<file path="config.mk">
export PLATFORM = sky130hd
export DESIGN_NAME = tdm_demux_1to4
export DESIGN_NICKNAME = d
export VERILOG_FILES = /design/src/rtl/tdm_demux_pkg.sv /design/src/rtl/demux_1to4_dec.sv /design/src/rtl/tdm_demux_1to4.sv
export SDC_FILE = /design/constraint.sdc
export NUM_CORES = 1
export LEC_CHECK = 0
export ABC_AREA = 1
export CORE_AREA = 5 5 42 44
export CTS_CLUSTER_DIAMETER = 80
export DETAILED_ROUTE_END_ITERATION = 8
export DIE_AREA = 0 0 47 49
export PLACE_DENSITY_LB_ADDON = 0.08
export SLEW_MARGIN = 20
export SYNTH_ARGS = -nofsm -noshare
export SYNTH_HDL_FRONTEND = slang
export SYNTH_SLANG_ARGS = --single-unit
export TNS_END_PERCENT = 50
</file>
<file path="constraint.sdc">
create_clock -name clk -period 1.9 [get_ports clk]
set_input_delay 0.285 -clock clk [delete_from_list [all_inputs] [get_ports clk]]
set_output_delay 0.285 -clock clk [all_outputs]
set_load 0.1 [all_outputs]
</file>
<file path="src/rtl/tdm_demux_pkg.sv">
// Shared types and sizing for the 1-to-4 TDM demultiplexer.
package tdm_demux_pkg;

  localparam int unsigned NUM_LANES    = 4;
  localparam int unsigned SLOT_W       = 2;
  localparam int unsigned SHADOW_LANES = NUM_LANES - 1;

  typedef enum logic {
    HUNT    = 1'b0,
    COLLECT = 1'b1
  } state_t;

endpackage

</file>
<file path="src/rtl/demux_1to4_dec.sv">
// Slot index plus enable to one-hot lane write-enable; inverse of the 4-to-1 mux select.
module demux_1to4_dec
  import tdm_demux_pkg::*;
(
  input  logic [SLOT_W-1:0]    sel,
  input  logic                 en,
  output logic [NUM_LANES-1:0] onehot
);

  always_comb begin
    onehot = '0;
    if (en) onehot[sel] = 1'b1;
  end

endmodule

</file>
<file path="src/rtl/tdm_demux_1to4.sv">
// Receive-side TDM demultiplexer: sync-framed serial samples in, one parallel
// 4-lane word out per completed frame.
module tdm_demux_1to4
  import tdm_demux_pkg::*;
#(
  parameter int unsigned WIDTH = 1
) (
  input  logic                       clk,
  input  logic                       rst,
  input  logic                       in_valid,
  input  logic                       in_sync,
  input  logic [WIDTH-1:0]           in_data,
  output logic [NUM_LANES*WIDTH-1:0] out_data,
  output logic                       out_valid,
  output logic [SLOT_W-1:0]          slot,
  output logic                       sync_err
);

  localparam logic [SLOT_W-1:0] LAST_SLOT = SLOT_W'(NUM_LANES - 1);

  state_t                 state;
  state_t                 state_next;
  logic [SLOT_W-1:0]      slot_next;
  logic [SLOT_W-1:0]      wr_sel;
  logic                   wr_en;
  logic                   early_sync;
  logic [NUM_LANES-1:0]   lane_we;
  logic                   frame_done;
  logic [WIDTH-1:0]       shadow [SHADOW_LANES];

  always_ff @(posedge clk or posedge rst) begin
    if (rst) state <= HUNT;
    else     state <= state_next;
  end

  always_comb begin
    state_next = state;
    unique case (state)
      HUNT:    if (in_valid && in_sync) state_next = COLLECT;
      COLLECT: if (in_valid && !in_sync && slot == LAST_SLOT) state_next = HUNT;
      default: state_next = HUNT;
    endcase
  end

  // A sync sample always restarts at lane 0; an early sync also flags the abort.
  always_comb begin
    wr_en      = 1'b0;
    wr_sel     = '0;
    slot_next  = slot;
    early_sync = 1'b0;
    if (in_valid) begin
      if (in_sync) begin
        wr_en      = 1'b1;
        wr_sel     = '0;
        slot_next  = SLOT_W'(1);
        early_sync = (state == COLLECT);
      end else if (state == COLLECT) begin
        wr_en     = 1'b1;
        wr_sel    = slot;
        slot_next = slot + SLOT_W'(1);
      end
    end
  end

  demux_1to4_dec u_dec (
    .sel    (wr_sel),
    .en     (wr_en),
    .onehot (lane_we)
  );

  // The last lane is never stored; its write-enable marks frame completion.
  assign frame_done = lane_we[NUM_LANES-1];

  always_ff @(posedge clk or posedge rst) begin
    if (rst) begin
      slot      <= '0;
      out_data  <= '0;
      out_valid <= 1'b0;
      sync_err  <= 1'b0;
      for (int k = 0; k < SHADOW_LANES; k++) shadow[k] <= '0;
    end else begin
      slot      <= slot_next;
      out_valid <= frame_done;
      sync_err  <= early_sync;
      for (int k = 0; k < SHADOW_LANES; k++) begin
        if (lane_we[k]) shadow[k] <= in_data;
      end
      if (frame_done) out_data <= {in_data, shadow[2], shadow[1], shadow[0]};
    end
  end

endmodule

</file>
* Word level (Yosys, flattened, before mapping) *
Index checks and enable logic that the tools add are counted.

word-level totals
  register bits after elaboration = 12
  bits of input ports = 5
  output and inout port bits = 8
  logic and storage cells = 36

cells by class
  add/subtract/negate cells = 1
  $lt $le $gt $ge = 2
  eq/ne operators = 1
  mux-type cells = 16
  bitwise logic cells = 1
  reduce and logical (&&, ||, !) cells = 7

operator list
  kind                                                                count
  2-to-1 mux 2 bit                                                    5
  2-to-1 mux 1 bit                                                    8
  logical AND 1 bit                                                   4
  2-to-1 mux 4 bit                                                    1
  less-than comparator 2 x 3 -> 1 bit (second input constant)         1
  adder 2 x 1 -> 2 bit (second input constant)                        1
  demux 1 bit (select 2 bit)                                          1
  equality test 2 bit (second input constant)                         1
  greater-or-equal comparator 2 x 1 -> 1 bit (second input constant)  1
  case mux 1 bit (2 select lines)                                     1
  AND reduction 2 bit                                                 1
  nonzero test 2 bit                                                  1
  logical NOT 1 bit                                                   1
  NOT 1 bit                                                           1

* Longest topological paths before layout *
Gate-level depths: netlist of the first run.

  depth after elaboration = 8
  gate-level depth with buffers = 5
  mapped depth without buffers = 5

* Hierarchy *
A second synthesis of the first run with hierarchy kept.

second synthesis, totals
  cell total of the unflattened synthesis = 58
  area total of the unflattened synthesis = 510.5 um2

modules (own cells, without submodules)
  module          instances  cells each  area an instance (um2)  seq. area each (um2)
  tdm_demux_1to4  1          50          480.5                   300.3
  demux_1to4_dec  1          8           30.0                    0.0

* Least setup slack after synthesis of the first run *
Ideal clock, no wire load.

  path type = register to register
  start = register slot[1]
  end = register slot[1]
  library setup time = 0.128 ns
  arrival time = 1.564 ns
  data required time = 1.772 ns
  slack = 0.208 ns
  stages on the path, launching flop included = 4
  path buffers = 0
  clock period less this slack = 1.692 ns
  cell sequence = dfrtp_1 ha_1 nand3_1 o21ai_0

between the ends
  longest elaborated chain between the ends = 3

ends and longest elaborated chain
  element                   line                  source
  start: declaration        tdm_demux_1to4.sv:15  output logic [SLOT_W-1:0] slot,
  start signal: assignment  tdm_demux_1to4.sv:82  slot <= slot_next;
  adder 2 x 1 -> 2 bit      tdm_demux_1to4.sv:60  slot_next = slot + SLOT_W'(1);
  2-to-1 mux 2 bit          tdm_demux_1to4.sv:57  end else if (state == COLLECT) begin
  2-to-1 mux 2 bit          tdm_demux_1to4.sv:52  if (in_sync) begin

Every way passes these cells. The select of a mux whose other input is x is not followed.
A chain may end at the register's enable or synchronous reset.

* Worst setup path in the final report of the first run *
  start = register slot[1]
  end = output port slot[1]

No word-level cell between the ends.

==> results of run 1 <==
[per-layer routing]
metal | up-vias | global-route usage (%) | part of all wire (%)
met5 | - | 0 | 0
met4 | 0 | 8.29 | 1.3
met3 | 2 | 3.32 | 5.6
met2 | 9 | 15.2 | 47
met1 | 214 | 15.8 | 46
li1 | 229 | - | -
[layout by cell type (no fill, tap or decap)]
| cell | synthesis | routed |
|---|---|---|
| nand2_1 | 18 | 18 |
| dfrtp_1 | 12 | 12 |
| nand3_1 | 8 | 8 |
| buf_4 | 0 | 6 |
| inv_2 | 4 | 4 |
| clkdlybuf4s50_1 | 0 | 4 |
| nand2_2 | 3 | 3 |
| nand4_1 | 3 | 3 |
| nor2_1 | 3 | 3 |
| clkbuf_4 | 0 | 3 |
| nor2_4 | 2 | 2 |
| inv_1 | 2 | 2 |
| buf_12 | 0 | 2 |
| nand3_2 | 1 | 1 |
| nand2_4 | 1 | 1 |
| nor2_2 | 1 | 1 |
| o21ai_0 | 1 | 1 |
| ha_1 | 1 | 1 |
[registers in the layout (all words and copies together) (netlist names)]
register and flops:
out_data 4, slot 2, sync_err 1, shadow 3, state 1, out_valid 1
[logic make-up (layout without fill, tap and decap cells)]
family	after synthesis	count (layout)
buf+inv	6	21
compound gates	1	1
simple gates	40	40
flops	12	12
fa+ha+maj	1	1
[power by group through the flow]
stage	registers [mW]	clock network [mW]	logic [mW]
floorplan	0.850	0	0.171
global placement	0.456	0	0.776
detailed placement	0.453	0	0.778
CTS	0.450	0.159	0.780
global route	0.464	0.178	0.818
finish	0.448	0.151	0.772
[worst max-delay path by stage]
| stage | cells past startpoint | end | from |
|---|---|---|---|
| 2_1_floorplan | 3 | slot[1] | slot[1] |
| 3_3_place_gp | 6 | out_data[0] | in_valid |
| 3_5_place_dp | 6 | out_data[0] | in_valid |
| 4_1_cts | 1 | slot[1] | slot[1] |
| 5_1_grt | 1 | slot[1] | slot[1] |
| 6_report | 1 | slot[1] | slot[1] |
[area by class of cell]
cell class | count | area (µm²)
Clock buffer | 3 | 22.5
Fill cell | 149 | 687
Inverter | 6 | 22.5
Multi-Input combinational cell | 42 | 224
Sequential cell | 12 | 300
Tap cell | 16 | 20.0
Timing Repair Buffer | 12 | 125
[worst register-to-register path, delay by kind of cell (launching register included)]
kind | cells | cell delay, ps
simple gates | 1 | 70
flops | 1 | 590
compound gates | 1 | 90
fa+ha+maj | 1 | 310
[per-stage QoR]
stage	instances	power (mW)	area, µm²	util, %	setup WS [ps]
final	91	1.37	714	51.0	531
after global routing	91	1.46	714	51.0	445
after floorplan	60	1.02	547	-	208
after detailed placement	88	1.23	692	49.4	444
after global placement	88	1.23	692	49.4	443
after CTS	91	1.39	714	51.0	509
==> results.sh, run 1 <==
export IMPL_ant_nets=0
export IMPL_synth_top_family_by_area="simple AND/OR/NAND/NOR gates"
export IMPL_path_cells="buf_12"
export IMPL_cts_buffers=3
export IMPL_core_um2=1400
export IMPL_die_h_um=49
export IMPL_core_rowCount=14
export IMPL_start_util_pct=39.0
export IMPL_crit_arrival_ps=1080
export IMPL_synthCells=60
export IMPL_drive_gt1_share_pct=30.7
export IMPL_critical_path_max_fanout=9
export IMPL_r2r_start="slot[1]"
export IMPL_grt_max_degree=13
export IMPL_areaGrowthSynthToFinish_pct=30.7
export IMPL_synthAdderAreaFrac_pct=2.29
export IMPL_synth_edf_count=0
export IMPL_synth_top_cell_by_area="dfrtp_1"
export IMPL_cp_data_required_time_ps=1620
export IMPL_setup_tns_final_ps=0
export IMPL_globalRouteOverflowTotal=0
export IMPL_grt_pass1_vias=441
export IMPL_wl_per_cell_um=12.1
export IMPL_finalHoldViolCount=0
export IMPL_cts_root_buf="clkbuf_4"
export IMPL_skew_ps=4.77
export IMPL_routed_wl_um=1100
export IMPL_combPwrFrac_pct=56.3
export IMPL_drt_iter0_drc=5
export IMPL_nets=83
export IMPL_avgViaCountPerCell=4.99
export IMPL_clk_pin_slew_ps=70
export IMPL_synthTopCellsByCount="nand2_1 (18), dfrtp_1 (12), nand3_1 (8), inv_2 (4)"
export IMPL_cts_hold_buf=0
export IMPL_drv_slew=0
export IMPL_vdd_ir_drop_max_mv=0.961
export IMPL_synth_simple_gate_area_share_pct=37.8
export IMPL_power_internal_mw=0.617
export IMPL_clk_insertion_delay_late_ps=270
export IMPL_critical_path_class="register to output pin"
export IMPL_dieArea_um2=2300
export IMPL_rsz0062_at_grt="false"
export IMPL_start_kind="register"
export IMPL_finalSetupViolCount=0
export IMPL_antenna_found_initial=0
export IMPL_slew_headroom_pct=67.7
export IMPL_max_clock_path_buffers=2
export IMPL_power_density_nw_per_um2=1920
export IMPL_yosys_warnings=0
export IMPL_cap_violations=0
export IMPL_hp_class="input pin to async pin"
export IMPL_grt_use_total_pct=11.6
export IMPL_io_pins=13
export IMPL_synth_most_common_cell="nand2_1"
export IMPL_place_gp_congestion=0.824
export IMPL_syn_area_um2=547
export IMPL_p_switching_mw=0.754
export IMPL_worst_path_max_delay_cell="dfrtp_1"
export IMPL_timing_fmax_mhz=731
export IMPL_first_pass_iters=4
export IMPL_outcome="finished, final reports clean"
export IMPL_synth_top_cell_area_share_pct=54.9
export IMPL_synth_fp_nets=66
export IMPL_timing_rr_end="slot[1]"
export IMPL_cts_htree_levels=1
export IMPL_cts_sinks=12
export IMPL_synth_compound_area_share_pct=0.915
export IMPL_r2r_cells=3
export IMPL_dp_hpwl_um=850
export IMPL_yosys_register_bits=12
export IMPL_antennaDiodeCount=0
export IMPL_port_buffers=12
export IMPL_critPathBufInv=1
export IMPL_postSynthAreaPerCell_um2=9.11
export IMPL_cts_tree="done"
export IMPL_yosysSeqAreaShare_pct=54.9
export IMPL_cts_resized=0
export IMPL_die_x_um=47
export IMPL_synth_xor_xnor_area_share_pct=0
export IMPL_power_frac_seq_pct=32.7
export IMPL_ys_flop_type="dfrtp_1"
export IMPL_post_cts_buffers=0
export IMPL_crit_path_end_kind="output pin"
export IMPL_post_route_period_util_pct=72.0
export IMPL_cpPeakStageDelay_ps=590
export IMPL_drc=0
export IMPL_ys_async_sr_fraction_pct=100
export IMPL_tightest_slew_ps=483
export IMPL_fin_crit_ps=1370
export IMPL_hold_ws_ps=328
export IMPL_p_leak_nw=0.373
export IMPL_power_frac_clock_pct=11.0
export IMPL_switching_share_pct=55.0
export IMPL_grt_pass1_wl_um=1900
export IMPL_synthTopCellsByArea="dfrtp_1 (55%), nand2_1 (12%), nand3_1 (7.3%)"
export IMPL_vias=454
export IMPL_synth_cell_types=14
export IMPL_r2r_slack_ps=720
export IMPL_synthMuxAreaShare_pct=0
export IMPL_crit_family="flip-flops"
(Power assumes the default switching activity.)
==> inputs of run 2 (changes only) <==
--- a/config.mk
+++ b/config.mk
@@ -6,10 +6,10 @@
 export NUM_CORES = 1
 export LEC_CHECK = 0
 export ABC_AREA = 1
-export CORE_AREA = 5 5 42 44
+export CORE_MARGIN = 5
+export CORE_UTILIZATION = 41
 export CTS_CLUSTER_DIAMETER = 80
 export DETAILED_ROUTE_END_ITERATION = 8
-export DIE_AREA = 0 0 47 49
 export PLACE_DENSITY_LB_ADDON = 0.08
 export SLEW_MARGIN = 20
 export SYNTH_ARGS = -nofsm -noshare
==> constraint.sdc (replaced) <==
create_clock -name clk -period 1.25 [get_ports clk]
set_input_delay 0.1875 -clock clk [delete_from_list [all_inputs] [get_ports clk]]
set_output_delay 0.1875 -clock clk [all_outputs]
set_load 0.1 [all_outputs]
==> results.sh, run 2 (synthesis results as in run 1) <==
export IMPL_grt_pass1_vias=410
export IMPL_power_internal_mw=1.15
export IMPL_multi_input_area_um2=224
export IMPL_r2r_slack_ps=120
export IMPL_cts_root_buf="clkbuf_4"
export IMPL_antenna_found_initial=0
export IMPL_power_density_nw_per_um2=2840
export IMPL_max_clock_path_buffers=2
export IMPL_finalHoldViolCount=0
export IMPL_post_cts_buffers=0
export IMPL_power_frac_seq_pct=31.5
export IMPL_ant_nets=0
export IMPL_timing_rr_end="slot[1]"
export IMPL_crit_arrival_ps=1010
export IMPL_setup_tns_final_ps=0
export IMPL_r2r_cells=3
export IMPL_core_um2=1280
export IMPL_timing_fmax_mhz=833
export IMPL_die_h_um=46.5
export IMPL_io_pins=13
export IMPL_start_kind="register"
export IMPL_place_gp_congestion=0.894
export IMPL_layout_common_cells="nand2_1 (18), dfrtp_1 (10), nand3_1 (8), buf_12 (8)"
export IMPL_routed_wl_um=1000
export IMPL_p_leak_nw=0.407
export IMPL_dp_hpwl_um=810
export IMPL_grt_use_total_pct=12.0
export IMPL_reg_largest_list="out_data: 4 flops, shadow: 3 flops, slot: 2 flops"
export IMPL_cpPeakStageDelay_ps=550
export IMPL_drive_gt1_share_pct=35.4
export IMPL_cts_sinks=12
export IMPL_antennaDiodeCount=0
export IMPL_fill_cells=101
export IMPL_cap_violations=0
export IMPL_clk_insertion_delay_late_ps=260
export IMPL_power_frac_clock_pct=10.4
export IMPL_wl_per_cell_um=10.7
export IMPL_hp_class="input pin to async pin"
export IMPL_clk_pin_slew_ps=80
export IMPL_rsz0062_at_grt="false"
export IMPL_r2r_start="slot[1]"
export IMPL_cp_data_required_time_ps=1060
export IMPL_slew_headroom_pct=84.1
export IMPL_fin_crit_ps=1200
export IMPL_die_x_um=46.5
export IMPL_critical_path_class="register to output pin"
export IMPL_cts_buffers=3
export IMPL_start_util_pct=42.6
export IMPL_cts_hold_buf=0
export IMPL_total_power_mw=2.33
export IMPL_critPathBufInv=1
export IMPL_register_area_um2=308
export IMPL_vias=437
export IMPL_grt_pass1_wl_um=1810
export IMPL_worst_path_max_delay_cell="dfrtp_4"
export IMPL_outcome="finished, final reports clean"
export IMPL_critical_path_max_fanout=9
export IMPL_core_rowCount=13
export IMPL_port_buffers=12
export IMPL_areaGrowthSynthToFinish_pct=50.3
export IMPL_dieArea_um2=2160
export IMPL_endpoint="slot[1]"
export IMPL_largest_register_ffs=4
export IMPL_grt_max_degree=13
export IMPL_cts_htree_levels=1
export IMPL_finalSetupViolCount=0
export IMPL_final_common_cell="nand2_1"
export IMPL_fin_ws_ps=50.0
export IMPL_drt_iter0_drc=2
export IMPL_tightest_slew_ps=237
export IMPL_cp_depth=1
export IMPL_post_route_period_util_pct=96.0
export IMPL_combPwrFrac_pct=58.1
export IMPL_first_pass_iters=4
export IMPL_nets=86
export IMPL_switching_share_pct=50.8
export IMPL_globalRouteOverflowTotal=0
export IMPL_avgViaCountPerCell=4.65
export IMPL_vdd_ir_drop_max_mv=1.18
export IMPL_path_cells="buf_12"
export IMPL_p_switching_mw=1.18
export IMPL_top_register="out_data"
export IMPL_drv_slew=0
export IMPL_cts_resized=0
export IMPL_skew_ps=8.98
export IMPL_crit_path_end_kind="output pin"
export IMPL_cts_tree="done"
export IMPL_crit_family="flip-flops"
export IMPL_drc=0
export IMPL_startpoint="slot[1]"
export IMPL_preCtsSetupSlack_ps=-70.2
## run 2: cell count changes in the layout (fill, tap and decap cells not counted)
cell      delta
buf_12       +6
dfrtp_4      +2
clkbuf_1     +1
buf_4        -3
dfrtp_1      -2
## run 2: how the worst min path moves through the flow
stage	slack [ps]	start	endpoint	cells past startpoint
global route	220	rst	slot[1]	3
CTS	210	rst	slot[1]	3
global placement	460	shadow[0]	shadow[0]	2
finish	200	rst	slot[1]	3
floorplan	50	rst	out_data[0]	1
detailed placement	470	shadow[0]	shadow[0]	2
## run 2: routing by layer
layer	up-vias	wire (µm)	GRT usage [%]
li1	232	-	-
met1	196	490	18.4
met2	9	457	15.9
met3	0	54	3.52
met4	0	0	3.41
met5	-	0	0
## run 2: tightest hold or removal path: cells and delay by family
| family | cells | cell delay [ps] |
|---|---|---|
| buf+inv | 3 | 640 |
## run 2: through the flow
step	utilization, %	hold slack [ps]	instance area [µm²]	std cells
floorplan	-	52.2	554	60
CTS	64.0	210	822	94
detailed placement	61.9	470	796	90
global route	64.0	217	822	94
finish	64.0	204	822	94
global placement	61.9	464	796	90
## run 2: layout make-up
class | instances | share of cell area [%]
inverter | 6 | 2.74
tap | 15 | 2.28
sequential | 12 | 37.4
multi-input combinational | 42 | 27.2
clock buffer | 4 | 3.20
timing repair buffer | 15 | 27.1
## run 2: power by group through the flow
stage               registers [mW]  logic [mW]  clock network, mW
floorplan                     1.31       0.257                  0
detailed placement           0.742        1.37                  0
CTS                          0.736        1.36              0.248
global route                 0.764        1.43              0.276
finish                       0.734        1.36              0.242
global placement             0.745        1.36                  0
==> inputs of run 3 (changes only) <==
--- a/config.mk
+++ b/config.mk
@@ -9,6 +9,7 @@
 export CORE_MARGIN = 5
 export CORE_UTILIZATION = 41
 export CTS_CLUSTER_DIAMETER = 80
+export CTS_CLUSTER_SIZE = 16
 export DETAILED_ROUTE_END_ITERATION = 8
 export PLACE_DENSITY_LB_ADDON = 0.08
 export SLEW_MARGIN = 20
==> results of run 3 <==
No change in the layout: final DEF, timing and power equal those of run 2.
